<file path="src/rtl/watch_edit_controller.sv">
// Edit-mode sequencer for the watch: cursor stepping, idle timeout, and arbitration
// of up/down levels between the physical buttons and UART-synthesized presses.
module watch_edit_controller #(
    parameter int unsigned TIMEOUT_CYCLES = 1_000_000_000,
    parameter int unsigned PRESS_CYCLES   = 1000
) (
    input  logic       clk,
    input  logic       reset,
    input  logic       i_btn_mode,
    input  logic       i_btn_up,
    input  logic       i_btn_down,
    input  logic       i_uart_valid,
    input  logic [7:0] i_uart_cmd,
    output logic [2:0] o_cursor,
    output logic       o_btn_up,
    output logic       o_btn_down,
    output logic       o_uart_busy
);
    localparam int unsigned TO_W = (TIMEOUT_CYCLES > 1) ? $clog2(TIMEOUT_CYCLES) : 1;
    localparam int unsigned PC_W = (PRESS_CYCLES > 1) ? $clog2(PRESS_CYCLES) : 1;
    localparam logic [TO_W-1:0] TO_LAST  = TO_W'(TIMEOUT_CYCLES - 1);
    localparam logic [TO_W-1:0] TO_MAX   = '1;
    localparam logic [PC_W-1:0] PC_LAST  = PC_W'(PRESS_CYCLES - 1);
    localparam logic [2:0]      CUR_LAST = 3'd4;
    localparam logic [7:0]      CMD_M    = 8'h4D;
    localparam logic [7:0]      CMD_R    = 8'h52;
    localparam logic [7:0]      CMD_U    = 8'h55;
    localparam logic [7:0]      CMD_D    = 8'h44;

    typedef enum logic [1:0] {
        U_IDLE  = 2'd0,
        U_PRESS = 2'd1,
        U_GAP   = 2'd2
    } u_state_t;

    logic            r_mode_q;
    logic [2:0]      r_cursor;
    logic [TO_W-1:0] r_to_cnt;
    u_state_t        r_state;
    logic [PC_W-1:0] r_press_cnt;
    logic            r_dir_up;
    logic            r_btn_up;
    logic            r_btn_down;
    logic            r_busy;

    logic            w_mode_edge;
    logic            w_cmd_m;
    logic            w_cmd_r;
    logic            w_cmd_u;
    logic            w_cmd_d;
    logic            w_phys;
    logic            w_activity;
    logic            w_expire;
    logic [2:0]      w_cursor_nxt;
    logic [TO_W-1:0] w_to_nxt;
    u_state_t        w_state_nxt;
    logic [PC_W-1:0] w_press_cnt_nxt;
    logic            w_dir_up_nxt;
    logic            w_btn_up_nxt;
    logic            w_btn_down_nxt;

    assign w_mode_edge = i_btn_mode & ~r_mode_q;
    assign w_cmd_m     = i_uart_valid & (i_uart_cmd == CMD_M);
    assign w_cmd_r     = i_uart_valid & (i_uart_cmd == CMD_R);
    assign w_cmd_u     = i_uart_valid & (i_uart_cmd == CMD_U);
    assign w_cmd_d     = i_uart_valid & (i_uart_cmd == CMD_D);
    assign w_phys      = i_btn_up | i_btn_down;
    assign w_activity  = w_mode_edge | w_phys | w_cmd_m | w_cmd_r | w_cmd_u | w_cmd_d;
    assign w_expire    = (r_cursor != 3'd0) && (r_to_cnt == TO_LAST);

    // Cursor stepping and idle timeout; expiry outranks reset-to-run, which outranks advance.
    always_comb begin
        w_cursor_nxt = r_cursor;
        w_to_nxt     = r_to_cnt;
        if (w_expire || w_cmd_r) begin
            w_cursor_nxt = 3'd0;
        end else if (w_mode_edge || w_cmd_m) begin
            w_cursor_nxt = (r_cursor >= CUR_LAST) ? 3'd0 : r_cursor + 3'd1;
        end
        if ((r_cursor == 3'd0) || w_expire || w_activity) begin
            w_to_nxt = '0;
        end else if (r_to_cnt != TO_MAX) begin
            w_to_nxt = r_to_cnt + TO_W'(1);
        end
    end

    // UART press FSM next state plus arbitrated button levels.
    always_comb begin
        w_state_nxt     = r_state;
        w_press_cnt_nxt = r_press_cnt;
        w_dir_up_nxt    = r_dir_up;
        w_btn_up_nxt    = 1'b0;
        w_btn_down_nxt  = 1'b0;

        case (r_state)
            U_IDLE: begin
                if ((w_cmd_u || w_cmd_d) && (r_cursor != 3'd0) && !w_phys) begin
                    w_state_nxt     = U_PRESS;
                    w_press_cnt_nxt = '0;
                    w_dir_up_nxt    = w_cmd_u;
                end
            end
            U_PRESS: begin
                if (w_phys || (r_cursor == 3'd0) || (r_press_cnt == PC_LAST)) begin
                    w_state_nxt     = U_GAP;
                    w_press_cnt_nxt = '0;
                end else begin
                    w_press_cnt_nxt = r_press_cnt + PC_W'(1);
                end
            end
            U_GAP: begin
                if (r_press_cnt == PC_LAST) begin
                    w_state_nxt     = U_IDLE;
                    w_press_cnt_nxt = '0;
                end else begin
                    w_press_cnt_nxt = r_press_cnt + PC_W'(1);
                end
            end
            default: begin
                w_state_nxt     = U_IDLE;
                w_press_cnt_nxt = '0;
            end
        endcase

        if (w_cursor_nxt == 3'd0) begin
            w_btn_up_nxt   = 1'b0;
            w_btn_down_nxt = 1'b0;
        end else if (i_btn_up && i_btn_down) begin
            w_btn_up_nxt   = 1'b0;
            w_btn_down_nxt = 1'b0;
        end else if (w_phys) begin
            w_btn_up_nxt   = i_btn_up;
            w_btn_down_nxt = i_btn_down;
        end else if (w_state_nxt == U_PRESS) begin
            w_btn_up_nxt   = w_dir_up_nxt;
            w_btn_down_nxt = ~w_dir_up_nxt;
        end
    end

    always_ff @(posedge clk or negedge reset) begin
        if (!reset) begin
            r_mode_q    <= 1'b0;
            r_cursor    <= 3'd0;
            r_to_cnt    <= '0;
            r_state     <= U_IDLE;
            r_press_cnt <= '0;
            r_dir_up    <= 1'b0;
            r_btn_up    <= 1'b0;
            r_btn_down  <= 1'b0;
            r_busy      <= 1'b0;
        end else begin
            r_mode_q    <= i_btn_mode;
            r_cursor    <= w_cursor_nxt;
            r_to_cnt    <= w_to_nxt;
            r_state     <= w_state_nxt;
            r_press_cnt <= w_press_cnt_nxt;
            r_dir_up    <= w_dir_up_nxt;
            r_btn_up    <= w_btn_up_nxt;
            r_btn_down  <= w_btn_down_nxt;
            r_busy      <= (w_state_nxt != U_IDLE);
        end
    end

    assign o_cursor    = r_cursor;
    assign o_btn_up    = r_btn_up;
    assign o_btn_down  = r_btn_down;
    assign o_uart_busy = r_busy;

endmodule

</file>
<file path="config.mk">
export PLATFORM = sky130hd
export DESIGN_NAME = watch_edit_controller
export DESIGN_NICKNAME = d
export VERILOG_FILES = /design/src/rtl/watch_edit_controller.sv
export SDC_FILE = /design/constraint.sdc
export NUM_CORES = 1
export LEC_CHECK = 0
export BUFFER_PORTS_ARGS = -buffer_cell sky130_fd_sc_hd__clkbuf_2
export CAP_MARGIN = 10
export CORE_MARGIN = 1
export CORE_UTILIZATION = 47
export CTS_CLUSTER_SIZE = 16
export DETAILED_ROUTE_END_ITERATION = 6
export GPL_TIMING_DRIVEN = 0
export PLACE_DENSITY = 0.66
export SYNTH_ARGS = -nofsm -noshare
export SYNTH_HDL_FRONTEND = slang
export SYNTH_SLANG_ARGS = --single-unit
</file>
<file path="constraint.sdc">
create_clock -name clk -period 3 [get_ports clk]
set_clock_uncertainty 0.15 [all_clocks]
set_input_delay 0.3 -clock clk [delete_from_list [all_inputs] [get_ports clk]]
set_output_delay 0.3 -clock clk [all_outputs]
set_load 0.005 [all_outputs]
</file>
==> metrics.txt <==
synthesized net count 342; Max-Cap Viols 0; Initial DRC Count 125; Crit. End Element flop; predominant post-synthesis flop cell dfrtp_1; P_leak 1.32 nW; TritonCTS clock tree yes; met3 Track Usage GR 3.03%; Total GRT Usage 20.0%; fillers 574; warnings from Yosys 0; H-tree Lvls 2; syn_area_per_cell 9.11 um2; Rows 28; asr flop ratio synth 100%; via count 2387; status finished, final reports clean; boundary pin count 20; Most Crowded Layer GR met2; RSZ-0062 raised after global routing false; met2 GRT Util 33.4%; Slew headroom 52.9%; share of cells above drive strength 1 13.2%; worst hold-check path type in2reg; Post-Route WL 5920 um; most frequent cells in the layout nor2_1 (53), dfrtp_1 (50), xnor2_1 (22), nand2_1 (21); #FFs+latches synth 50; kind of critical path reg2reg; critical path fanouts, max 10; Worst-path clk slew 0.09 ns; Fin. Hold Viols 0; post-route ant nets 0; WL/cell 14.0 um; Placer Congestion 0.817; # DRC 0; Peak VDD IR 0.359 mV; Die H 80.8 um; root buffer cell clkbuf_8; Mapped Area 0.00292 mm2; Slew Limit Fails 0; Unique masters post-synth 49; Clock Path Buffers 2; total grt overflow 0; antenna violations before repair 0; total power per unit cell area 467 mW/mm2; Initial DRT Pass Iterations 4; DIE AREA 0.00652 mm2; CTS buffer count 5; Setup TNS Final 0 ns; GR met1 Demand/Resource 26.5%; Highest Clock Rate 381 MHz; nets 371; Area Overhead vs Synth 11.7%; core box area 0.00596 mm2; largest net degree at the start of global routing 51; die width 80.8 um; ANT cells 0; number of synthesized flops with an enable pin 0; Clock Sinks 50; clk_lat worst skew 0.30 ns; Syn Inst Count 320; Least-Margin Pin Slew 0.699 ns; min Tclk post-route 2.63 ns; Finish-stage setup viols 0; global-route wire length before repair 10200 um; post-DP HPWL 4120 um; Initial Util 49.0%; critical path launch point type flop; register area share after synthesis 42.9%; IO Port Bufs 19; vias in the first global route 2261; Final period util 87.5%; WP data arrival 2.64 ns; Via-to-Cell Ratio 5.63; Crit path required time 3.01 ns; commonest non-fill, non-tap cell in the layout nor2_1; Pwr Total 1.52 mW
==> registers in the layout, summed over array words and instances (netlist names) <==
| signal | cells |
|---|---|
| o_cursor | 3 |
| r_state | 2 |
| r_to_cnt | 30 |
| o_btn_down | 1 |
| o_uart_busy | 1 |
| r_mode_q | 1 |
| r_dir_up | 1 |
| o_btn_up | 1 |
| r_press_cnt | 10 |
==> final cells by class <==
type	instances	area, um2	share of cell area, %
Buffer	7	32.5	0.998
Clock buffer	6	82.6	2.53
Clock inverter	1	30.0	0.922
Inverter	12	45.0	1.38
Multi-Input combinational cell	251	1590	48.7
Sequential cell	50	1250	38.4
Tap cell	75	93.8	2.88
Timing Repair Buffer	22	135	4.15
==> cell usage after synthesis, types with 3 or more instances <==
| library cell | n | area, um2 |
|---|---|---|
| xnor2_1 | 22 | 193 |
| o21ai_0 | 18 | 90.1 |
| nor2_1 | 53 | 199 |
| dfrtp_1 | 50 | 1250 |
| buf_2 | 5 | 25.0 |
| nand2_1 | 21 | 78.8 |
| nor4b_1 | 4 | 35.0 |
| ha_1 | 8 | 100 |
| and3_1 | 8 | 50.1 |
| nor4_1 | 7 | 43.8 |
| a31oi_1 | 3 | 18.8 |
| nand4_1 | 11 | 68.8 |
| nor3_1 | 18 | 90.1 |
| xor2_1 | 5 | 43.8 |
| nand2b_1 | 5 | 31.3 |
| and2_1 | 3 | 18.8 |
| or2_2 | 3 | 18.8 |
| nor2b_1 | 4 | 25.0 |
| a21oi_1 | 7 | 35.0 |
| nand3_1 | 16 | 80.1 |
| inv_1 | 12 | 45.0 |
| and4_1 | 3 | 26.3 |
==> final timing paths <==
kind                                start              to  slack, ns  cells after the start
max in group asynchronous           reset    r_to_cnt[16]       1.88                      3
max                           r_to_cnt[0]    r_to_cnt[28]       0.37                      9
max reg2reg                   r_to_cnt[0]    r_to_cnt[28]       0.37                      9
min in group asynchronous           reset     r_to_cnt[5]       0.31                      2
min                            i_btn_down        o_btn_up       0.05                      2
min reg2reg                r_press_cnt[9]  r_press_cnt[9]       0.36                      1
==> where the power goes <==
group / internal, mW / leakage (nW) / switching [mW]
Sequential: 0.709 / 0.684 / 0.0397
Clock: 0.267 / 0.0573 / 0.219
Combinational: 0.117 / 0.582 / 0.170
==> worst max-delay path, stage by stage (launching register included) <==
cell and delay (ns):
dfrtp_1 0.42, ha_1 0.23, nand2_1 0.14, or3_1 0.33
clkbuf_1 0.20, nor3_1 0.38, nor2_1 0.11, nand4_1 0.18
buf_2 0.27, a211oi_1 0.08
==> routing by layer <==
metal | share of wire (%) | vias to the layer above | wire [um]
met5 | 0 | - | 0
met4 | 0.95 | 0 | 56
met3 | 2.6 | 7 | 156
met2 | 48 | 42 | 2820
met1 | 49 | 1146 | 2890
li1 | - | 1192 | -
==> per-stage QoR <==
stage / area, um2 / utilization, % / setup slack (ns) / hold slack, ns / instances
3_5_place_dp: 3110 / 52.1 / 0.426 / 0.291 / 414
4_1_cts: 3230 / 54.2 / 0.391 / 0.0479 / 422
2_1_floorplan: 2920 / - / 0.768 / -0.146 / 320
5_1_grt: 3260 / 54.7 / 0.192 / 0.0487 / 424
6_report: 3260 / 54.7 / 0.374 / 0.0528 / 424
3_3_place_gp: 3110 / 52.1 / 0.546 / 0.276 / 414
==> cells by family (layout without fill, tap and decap cells) <==
kind of cell	count (synthesis)	after routing	synth area share, %
adders and majority gates	8	8	3.43
xor gates and xnor gates	27	27	8.11
muxes	2	2	0.686
DFF	50	50	42.9
buffers and inverters	19	48	2.66
and+or+nand+nor	169	169	31.1
AOI/OAI and AO/OA	45	45	11.2
==> what timing repair did <==
action | in CTS | in global routing
hold buffers | 1 | 1
buffers inserted | 0 | 0
hold endpoints to repair | 1 | 16
resized for setup | 0 | 0
endpoints found under the setup margin | 0 | 0
(Power assumes the default switching activity.)
